File: src/rtl/imem_loader_pkg.sv
// Shared types and constants for the instruction-memory loader.
// States, stream field sizes and the header range check live here.
package imem_loader_pkg;

   typedef enum logic [1:0] {
      ST_HDR  = 2'd0,
      ST_DATA = 2'd1,
      ST_DONE = 2'd2,
      ST_ERR  = 2'd3
   } state_e;

   localparam int HDR_BYTES      = 4;
   localparam int BYTES_PER_WORD = 4;
   // Header and data words go through one packer, so size it for the longer field.
   localparam int PACK_BYTES     = (HDR_BYTES > BYTES_PER_WORD) ? HDR_BYTES : BYTES_PER_WORD;

   function automatic logic hdr_too_big(input logic [31:0] n, input logic [31:0] depth);
      return (n > depth);
   endfunction

endpackage

File: src/rtl/imem_loader_if.sv
// Host byte stream plus imem write port. The loader uses the master view;
// the host and memory side use the slave view.
interface imem_loader_if #(
   parameter int AW = 12
);
   logic          in_valid;
   logic [7:0]    in_data;
   logic          in_ready;
   logic [AW-1:0] mem_addr;
   logic [31:0]   mem_in;
   logic          mem_we;

   modport master (
      input  in_valid, in_data,
      output in_ready, mem_addr, mem_in, mem_we
   );

   modport slave (
      output in_valid, in_data,
      input  in_ready, mem_addr, mem_in, mem_we
   );
endinterface

File: src/rtl/imem_loader_byte_packer.sv
// Shifts accepted bytes MSB-first into a 32-bit word; o_word_valid marks the
// cycle in which the final byte is being accepted, with o_word already complete.
module imem_loader_byte_packer
   import imem_loader_pkg::*;
(
   input  logic        i_clk,
   input  logic        i_rst,
   input  logic        i_clr,
   input  logic        i_accept,
   input  logic [7:0]  i_data,
   output logic [31:0] o_word,
   output logic        o_word_valid
);
   localparam int CW = $clog2(PACK_BYTES);

   logic [CW-1:0] r_cnt;
   logic [23:0]   r_shift;

   always_ff @(posedge i_clk) begin
      if (!i_rst || i_clr) begin
         r_cnt   <= '0;
         r_shift <= 24'd0;
      end else if (i_accept) begin
         r_shift <= {r_shift[15:0], i_data};
         r_cnt   <= (r_cnt == CW'(PACK_BYTES - 1)) ? '0 : r_cnt + CW'(1);
      end
   end

   always_comb begin
      o_word       = {r_shift, i_data};
      o_word_valid = i_accept && (r_cnt == CW'(PACK_BYTES - 1));
   end

endmodule

File: src/rtl/imem_loader.sv
// Fills imem from a host byte stream (header word count, then data words)
// and holds the processor in reset until the whole image is written.
module imem_loader
   import imem_loader_pkg::*;
#(
   parameter int WORD = 4096,
   parameter int AW   = $clog2(WORD)
)(
   input  logic          i_clk,
   input  logic          i_rst,
   imem_loader_if.master io_bus,
   input  logic          i_reload,
   output logic          o_cpu_rst,
   output logic          o_done,
   output logic          o_err,
   output logic [AW:0]   o_loaded
);
   state_e        r_state;
   state_e        w_next_state;
   logic          w_in_ready;
   logic          w_accept;
   logic [31:0]   w_word;
   logic          w_word_valid;
   logic          w_last;

   logic [AW:0]   r_n;
   logic [AW-1:0] r_wcnt;
   logic [AW:0]   r_loaded;
   logic [AW-1:0] r_mem_addr;
   logic [31:0]   r_mem_in;
   logic          r_mem_we;
   logic          r_cpu_rst;
   logic          r_done;
   logic          r_err;

   imem_loader_byte_packer u_packer (
      .i_clk        (i_clk),
      .i_rst        (i_rst),
      .i_clr        (i_reload),
      .i_accept     (w_accept),
      .i_data       (io_bus.in_data),
      .o_word       (w_word),
      .o_word_valid (w_word_valid)
   );

   // Handshake and last-word detection.
   always_comb begin
      w_in_ready = i_rst && !i_reload && ((r_state == ST_HDR) || (r_state == ST_DATA));
      w_accept   = io_bus.in_valid && w_in_ready;
      w_last     = ({1'b0, r_wcnt} == (r_n - {{AW{1'b0}}, 1'b1}));
   end

   always_ff @(posedge i_clk) begin
      if (!i_rst) begin
         r_state <= ST_HDR;
      end else begin
         r_state <= w_next_state;
      end
   end

   always_comb begin
      w_next_state = r_state;
      if (i_reload) begin
         w_next_state = ST_HDR;
      end else begin
         case (r_state)
            ST_HDR: begin
               if (!w_word_valid) begin
                  w_next_state = ST_HDR;
               end else if (w_word == 32'd0) begin
                  w_next_state = ST_DONE;
               end else if (hdr_too_big(w_word, 32'(WORD))) begin
                  w_next_state = ST_ERR;
               end else begin
                  w_next_state = ST_DATA;
               end
            end
            ST_DATA: begin
               if (w_word_valid && w_last) begin
                  w_next_state = ST_DONE;
               end else begin
                  w_next_state = ST_DATA;
               end
            end
            ST_DONE: w_next_state = ST_DONE;
            ST_ERR:  w_next_state = ST_ERR;
            default: w_next_state = ST_HDR;
         endcase
      end
   end

   // Counters, imem write port and status flags; status follows the next state
   // so cpu_rst drops in the same cycle the final word is written.
   always_ff @(posedge i_clk) begin
      if (!i_rst) begin
         r_n        <= '0;
         r_wcnt     <= '0;
         r_loaded   <= '0;
         r_mem_addr <= '0;
         r_mem_in   <= 32'd0;
         r_mem_we   <= 1'b0;
         r_cpu_rst  <= 1'b1;
         r_done     <= 1'b0;
         r_err      <= 1'b0;
      end else begin
         r_mem_we  <= 1'b0;
         r_cpu_rst <= (w_next_state != ST_DONE);
         r_done    <= (w_next_state == ST_DONE);
         r_err     <= (w_next_state == ST_ERR);
         if (i_reload) begin
            r_n      <= '0;
            r_wcnt   <= '0;
            r_loaded <= '0;
         end else if (w_word_valid && (r_state == ST_HDR)) begin
            r_n    <= w_word[AW:0];
            r_wcnt <= '0;
         end else if (w_word_valid && (r_state == ST_DATA)) begin
            r_mem_in   <= w_word;
            r_mem_addr <= r_wcnt;
            r_mem_we   <= 1'b1;
            r_wcnt     <= r_wcnt + {{(AW-1){1'b0}}, 1'b1};
            r_loaded   <= r_loaded + {{AW{1'b0}}, 1'b1};
         end
      end
   end

   assign io_bus.in_ready = w_in_ready;
   assign io_bus.mem_addr = r_mem_addr;
   assign io_bus.mem_in   = r_mem_in;
   assign io_bus.mem_we   = r_mem_we;
   assign o_cpu_rst       = r_cpu_rst;
   assign o_done          = r_done;
   assign o_err           = r_err;
   assign o_loaded        = r_loaded;

endmodule
File: src/flat_wrapper.sv
// flat-port wrapper written by rule: the top's interface ports become plain ports
module imem_loader_flat import imem_loader_pkg::*;
#(
   parameter int WORD = 4096,
   parameter int AW   = $clog2(WORD)
)
  (i_clk, i_rst, i_reload, o_cpu_rst, o_done, o_err, o_loaded, io_bus_in_valid, io_bus_in_data, io_bus_in_ready, io_bus_mem_addr, io_bus_mem_in, io_bus_mem_we);
  imem_loader_if #(.AW(AW)) io_bus_i ();
  input  logic i_clk;
  input  logic i_rst;
  input  logic i_reload;
  output logic o_cpu_rst;
  output logic o_done;
  output logic o_err;
  output logic [AW:0] o_loaded;
  input wire logic [$bits(io_bus_i.in_valid)-1:0] io_bus_in_valid;
  input wire logic [$bits(io_bus_i.in_data)-1:0] io_bus_in_data;
  output wire logic [$bits(io_bus_i.in_ready)-1:0] io_bus_in_ready;
  output wire logic [$bits(io_bus_i.mem_addr)-1:0] io_bus_mem_addr;
  output wire logic [$bits(io_bus_i.mem_in)-1:0] io_bus_mem_in;
  output wire logic [$bits(io_bus_i.mem_we)-1:0] io_bus_mem_we;
  assign io_bus_i.in_valid = io_bus_in_valid;
  assign io_bus_i.in_data = io_bus_in_data;
  assign io_bus_in_ready = io_bus_i.in_ready;
  assign io_bus_mem_addr = io_bus_i.mem_addr;
  assign io_bus_mem_in = io_bus_i.mem_in;
  assign io_bus_mem_we = io_bus_i.mem_we;
  imem_loader #(.WORD(WORD), .AW(AW)) u_core (.i_clk(i_clk), .i_rst(i_rst), .io_bus(io_bus_i), .i_reload(i_reload), .o_cpu_rst(o_cpu_rst), .o_done(o_done), .o_err(o_err), .o_loaded(o_loaded));
endmodule
File: config.mk
export PLATFORM = sky130hd
export DESIGN_NAME = imem_loader_flat
export DESIGN_NICKNAME = d
export VERILOG_FILES = /design/src/rtl/imem_loader_pkg.sv /design/src/rtl/imem_loader_if.sv /design/src/rtl/imem_loader_byte_packer.sv /design/src/rtl/imem_loader.sv /design/src/flat_wrapper.sv
export SDC_FILE = /design/constraint.sdc
export NUM_CORES = 1
export LEC_CHECK = 0
export BUFFER_PORTS_ARGS = -buffer_cell sky130_fd_sc_hd__buf_2
export CAP_MARGIN = 30
export CORE_UTILIZATION = 56
export CTS_CLUSTER_SIZE = 28
export DETAILED_ROUTE_END_ITERATION = 12
export PLACE_DENSITY = 0.79
export RECOVER_POWER = 25
export SYNTH_ARGS = -nofsm -noshare
export SYNTH_HDL_FRONTEND = slang
export SYNTH_HIERARCHICAL = 1
export SYNTH_SLANG_ARGS = --single-unit
File: constraint.sdc
create_clock -name i_clk -period 6.2 [get_ports i_clk]
set_clock_uncertainty 0.1 [all_clocks]
set_input_delay 0.62 -clock i_clk [delete_from_list [all_inputs] [get_ports i_clk]]
set_output_delay 0.62 -clock i_clk [all_outputs]
set_load 0.01 [all_outputs]
# [Yosys cells after proc, flatten, opt, wreduce, memory -nomap -nowiden]
# Index checks and enable logic that the tools add are counted.
[classes] eq_ne=8 magnitude_cmp=1 add_sub_neg=4 bitwise=3 muxes=8 n_reduce_logical=17
[op_table] operator="32-bit by 13-bit greater-than comparator with 1-bit output, second input constant" n=1
[op_table] operator="32-bit zero test" n=1
[op_table] operator="13-bit by 1-bit adder with 13-bit output, second input constant" n=1
[op_table] operator="12-bit by 13-bit equality test with 1-bit output" n=1
[op_table] operator="13-bit by 1-bit subtractor with 13-bit output, second input constant" n=1
[op_table] operator="12-bit by 1-bit adder with 12-bit output, second input constant" n=1
[op_table] operator="2-bit 2-to-1 mux" n=6
[op_table] operator="2-bit equality test, second input constant" n=5
[op_table] operator="2-bit case mux with 4 select lines" n=1
[op_table] operator="1-bit logical AND" n=7
[op_table] operator="1-bit NOT" n=3
[op_table] operator="3-bit AND reduction" n=1
[op_table] operator="3-bit OR reduction" n=1
[op_table] operator="2-bit by 1-bit adder with 2-bit output, second input constant" n=1
[op_table] operator="2-bit by 1-bit equality test with 1-bit output, second input constant" n=1
[op_table] operator="1-bit zero test" n=2
[op_table] operator="2-bit zero test" n=1
[op_table] operator="1-bit logical OR" n=2
[op_table] operator="2-bit inequality test, second input constant" n=1
[op_table] operator="2-bit AND reduction" n=1
[op_table] operator="2-bit OR reduction" n=1
[op_table] operator="1-bit 2-to-1 mux" n=1
[word_totals] ff_bits=114 input_bits=12

# [Depth between registers and ports, before layout]
[logic_depth] word_depth=10 mapped_depth=13 depth_no_buf=10

# [Hierarchy]
# Netlist, hierarchy kept.
[by_module_without_submodules] mod="imem_loader" seq_area_each_um2=1761.7 area_each_um2=3761.1 cells_each=472 instances=1
[by_module_without_submodules] mod="imem_loader_byte_packer" seq_area_each_um2=520.5 area_each_um2=1009.7 cells_each=96 instances=1

# [Worst setup path before layout]
# No wires, ideal clock.
[synth_timing] path_kind="input port to flip-flop" start="input port i_reload" end="register u_core.r_mem_addr[8], in the netlist u_core/io_bus.mem_addr[8]" slack_ps=3265 arrival_time_ps=2765 cell_stages=12 path_cell_list="nand2b_1 > nor2_1 > and2_1 > buf_6 > buf_4 > and2_1 > nor2b_1 > nand2_1 > nor2_1 > clkbuf_1 > nand2_1 > a21oi_1"
[synth_via] elab_chain_len=8
[synth_rtl] item="start, declared" line="flat_wrapper.sv:11" text="input logic i_reload;"
[synth_rtl] item="1-bit zero test *" line="imem_loader.sv:48" text="w_in_ready = i_rst && !i_reload && ((r_state == ST_HDR) || (r_state == ST_DATA));"
[synth_rtl] item="1-bit logical AND * (2 in series)" line="imem_loader.sv:48"
[synth_rtl] item="named net io_bus_in_ready" line="flat_wrapper.sv:18" text="output wire logic [$bits(io_bus_i.in_ready)-1:0] io_bus_in_ready;"
[synth_rtl] item="1-bit logical AND *" line="imem_loader.sv:49" text="w_accept = io_bus.in_valid && w_in_ready;"
[synth_rtl] item="named net u_core.w_accept" line="imem_loader.sv:21" text="logic w_accept;"
[synth_rtl] item="1-bit logical AND *" line="imem_loader_byte_packer.sv:31" text="o_word_valid = i_accept && (r_cnt == CW'(PACK_BYTES - 1));"
[synth_rtl] item="named net u_core.w_word_valid" line="imem_loader.sv:23" text="logic w_word_valid;"
[synth_rtl] item="1-bit logical AND" line="imem_loader.sv:114" text="end else if (w_word_valid && (r_state == ST_HDR)) begin"
[synth_rtl] item="1-bit NOT (no line)"
[synth_rtl] item="3-bit AND reduction (no line) *"
[synth_rtl] item="end signal, assigned" line="imem_loader.sv:119" text="r_mem_addr <= r_wcnt;"
[synth_rtl] item="end, declared" line="imem_loader.sv:29" text="logic [AW-1:0] r_mem_addr;"
# The timed path passes the listed nets; every way through them passes the cells marked *.
# A chain may end at the register's enable or synchronous reset.

# [Final worst setup path]
[layout_timing] start="input port i_reload" end="register u_core.r_mem_in[26], in the netlist u_core/io_bus.mem_in[26]"
[layout_via] elab_chain_len=8
[layout_rtl] item="1-bit zero test *" line="imem_loader.sv:48"
[layout_rtl] item="1-bit logical AND * (2 in series)" line="imem_loader.sv:48"
[layout_rtl] item="1-bit logical AND *" line="imem_loader.sv:49"
[layout_rtl] item="named net u_core.w_accept" line="imem_loader.sv:21"
[layout_rtl] item="1-bit logical AND *" line="imem_loader_byte_packer.sv:31"
[layout_rtl] item="named net u_core.w_word_valid" line="imem_loader.sv:23"
[layout_rtl] item="1-bit logical AND" line="imem_loader.sv:114"
[layout_rtl] item="1-bit NOT (no line)"
[layout_rtl] item="3-bit AND reduction (no line) *"
[layout_rtl] item="end signal, assigned" line="imem_loader.sv:118" text="r_mem_in <= w_word;"
[layout_rtl] item="end, declared" line="imem_loader.sv:30" text="logic [31:0] r_mem_in;"
# Marked as above.

==> results by group <==
Critical path
  – Flop-to-flop setup slack: between 2 and 2.5 ns
  – Crit path capture type: flop
  – WP data required: around 6.5 ns
  – Worst r2r dst: u_core/io_bus.mem_in[26]
  – Critical path class: in2reg
  – CP Max Fanout: 28
  – Worst reg2reg path depth: 9
  – Worst Setup EP: u_core/io_bus.mem_in[26]
  – Critical R2R Launch: u_core/r_state[1]
  – Startpoint types: input port
  – Arrival time worst endpoint: about 4.5 ns
  – Critical path origin: i_reload

Route
  – Per-cell via count in the routed design: between 5 and 6
  – WL final: 11000 um
  – Drt drc: 0
  – First drt pass iteration count: 5
  – Antenna Nets Post-Route: 0
  – Starting DRT DRC Count: 194
  – Routed length per instance: ~15 um
  – Vias: between 4000 and 5000

Timing
  – Slew at the pin closest to its max-slew limit: about 1.8 ns
  – Fmax: between 0.2 and 0.25 GHz
  – Fin. max-slew vios: 29
  – Setup violations, final: 0
  – RSZ-0062 raised after global routing: no
  – Tcrit/Tclk final: 68.3%
  – Min cycle time layout: about 4.2 ns
  – Max_slew headroom: -21.4%
  – Setup TNS: 0 ns
  – Hold Fails Final Rpt: 0
  – WHS: a little under 0.3 ns

Finish
  – Most frequent cells in the layout: 131 x nand2_1, 114 x dfxtp_1, 66 x a21oi_1
  – Commonest non-fill, non-tap cell in the layout: nand2_1
  – Diode count: 0
  – Reg area: approximately 0.0023 mm^2
  – Design area: 0.00564 mm^2
  – Layout cells sized above 1: between 10% and 20%
  – Area growth syn-to-layout: 18.2%
  – Multi-input logic area: 0.00227 mm^2
  – Fillers: roughly 690
  – # nets final: between 600 and 700
  – Util after Layout: about two thirds

CTS
  – CTS Buffer Depth: 2
  – Worst skew pair latency: approximately 0.51 ns
  – Clk root buf: clkbuf_8
  – Post-cts resize count: 0
  – CTS Hold Bufs: 0
  – TritonCTS Sinks: approximately 110
  – TritonCTS Buffers: 17
  – H-tree levels: 4
  – CTS tree: yes
  – CTS clk-pin slew, worst paths: approximately 0.060 ns
  – Postcts setup bufs: 0

Yosys
  – Post-Synthesis Cell Area: 0.00477 mm^2
  – Sequential area share after synthesis: 47.8%
  – Flops & latches, synth: approximately 110
  – Syn_nets: between 500 and 600
  – Distinct cells, synth: ~50
  – Ys async rst share: 0%
  – Mapped Cells: roughly 570
  – EDFF count, synth: 0
  – Synthesized area per cell: approximately 8.4 um^2
  – Top FF cell, synth: dfxtp_1
  – Post-synth top area share: between 40% and 50%
  – Synth top area cells: dfxtp_1 48%, nand2_1 10%, a21oi_1 6.9%, mux2i_1 5.2%, nor2_1 4.4%
  – Synth warn: 6
  – Synth area leader: dfxtp_1

Global route
  – Via count of the first global-routing pass: 3708
  – First-pass GRT wire length: 17500 um
  – Largest net degree at the start of global routing: 47
  – Total global routing overflow: 0
  – All-Layer GR Usage: 25.5%
  – Initial antenna violation count: 0

Floorplanning
  – Die area: 0.00889 mm^2
  – # rows: 33
  – Die height: about 94 um
  – Die Span X: approximately 94 um
  – Core ar.: around 0.0082 mm^2
  – Initial Util: 58.1%
  – I/O Pins: 74

Placed design
  – GP Congestion: 0.907
  – IO Port Bufs: between 70 and 80
  – Cell area after placement: a little over 0.005 mm^2
  – Dpl hpwl: 7360 um

Pwr
  – Clock power frac: between 50% and 60%
  – Power per cell area: approximately 300 mW/mm^2
  – Peak supply drop: between 0.0002 and 0.00025 V
  – Logic pwr share: 1.9%
  – Reg power frac: between 40 and 50%
  – Leakage Power: about 2 nW
  – Pwr Total: between 0.0015 and 0.002 W
  – Power Internal: about 0.0013 W
  – Sw Share: 21.1%
  – Total net switching power: roughly 0.00036 W

Run
  – Maxcap violations: 1

Status
  – Outcome: complete, but fails checks
  – Violated checks: capacitance limit, slew limit

Min path
  – Worst hold path type: in2reg
critical path, stage by stage:
cell and delay, ns:
clkbuf_1 0.14, nand2b_1 0.27, nor2_1 0.14, and2_1 0.13, clkbuf_1 1.30, and2_1 0.36
and3b_1 0.41, nand2b_1 0.50, buf_4 0.41, nand2_1 0.10, a21oi_1 0.08
state kept, by name, summed over array words and instances (netlist names):
| name | flops |
|---|---|
| u_core/r_state | 2 |
| u_core/o_cpu_rst | 1 |
| u_core/io_bus.mem_in | 32 |
| u_core/r_wcnt | 12 |
| u_core/io_bus.mem_we | 1 |
| u_core/o_loaded | 13 |
| u_core/o_err | 1 |
| u_core/io_bus.mem_addr | 12 |
| u_core/o_done | 1 |
| u_core/u_packer/r_cnt | 2 |
| u_core/r_n | 13 |
| u_core/u_packer/r_shift | 24 |
worst min path at each step:
stage,slack (ns),cells after the start,endpoint,startpoint
after global placement,0.34,2,u_core/io_bus.mem_in[26],u_core/io_bus.mem_in[26]
after global routing,0.28,3,u_core/io_bus.mem_in[4],io_bus_in_data[4]
after detailed placement,0.35,2,u_core/io_bus.mem_addr[0],u_core/io_bus.mem_addr[0]
final,0.30,3,u_core/io_bus.mem_in[4],io_bus_in_data[4]
after CTS,0.28,3,u_core/io_bus.mem_in[4],io_bus_in_data[4]
after floorplan,0.34,2,u_core/io_bus.mem_in[26],u_core/u_packer/r_shift[18]
cells in the mapped netlist (all sizes together), types with 10 or more instances:
cell type	count
a21oi	66
buf	17
clkbuf	22
dfxtp	114
mux2i	25
nand2	131
nand3	10
nor2	56
nor4	11
xnor2	13
xor2	20
power by group through the flow:
stage	Clock (W)	Sequential [W]	Combinational, W
floorplan	0	0.000750	0.0000248
global placement	0	0.000751	0.0000293
detailed placement	0	0.000751	0.0000298
CTS	0.000954	0.000735	0.0000302
global route	0.000990	0.000735	0.0000342
finish	0.000942	0.000735	0.0000317
per-stage QoR:
step                setup slack (ns)  instances
global route                    1.69        743
global placement                2.12        710
CTS                             2.44        742
floorplan                       3.26        568
detailed placement              1.93        710
finish                          1.97        743
routing by layer:
metal	share of wire (%)	up-vias	track usage (%)
li1	-	2017	-
met1	44	1940	30.9
met2	49	130	41.7
met3	4.8	18	7.52
met4	1.4	0	11.7
met5	0	-	0
area by class of cell:
| class | count | share of cell area [%] |
|---|---|---|
| flip-flops and latches | 114 | 40.5 |
| clock buffers | 21 | 8.14 |
| repair buffers | 77 | 6.14 |
| well taps | 105 | 2.33 |
| inverters | 7 | 0.466 |
| clock inverters | 11 | 2.28 |
| multi-input cells | 408 | 40.2 |
cells by family after synthesis:
family | count (synthesis) | synth area share (%)
XOR/XNOR | 33 | 6.06
AND/OR/NAND/NOR | 260 | 25.0
multiplexers | 25 | 5.25
adder cells (fa/ha/maj) | 4 | 1.05
buffers and inverters | 46 | 4.72
flip-flops | 114 | 47.8
AO/OA/AOI/OAI | 86 | 10.0
Power figures use the tool's default switching activity.
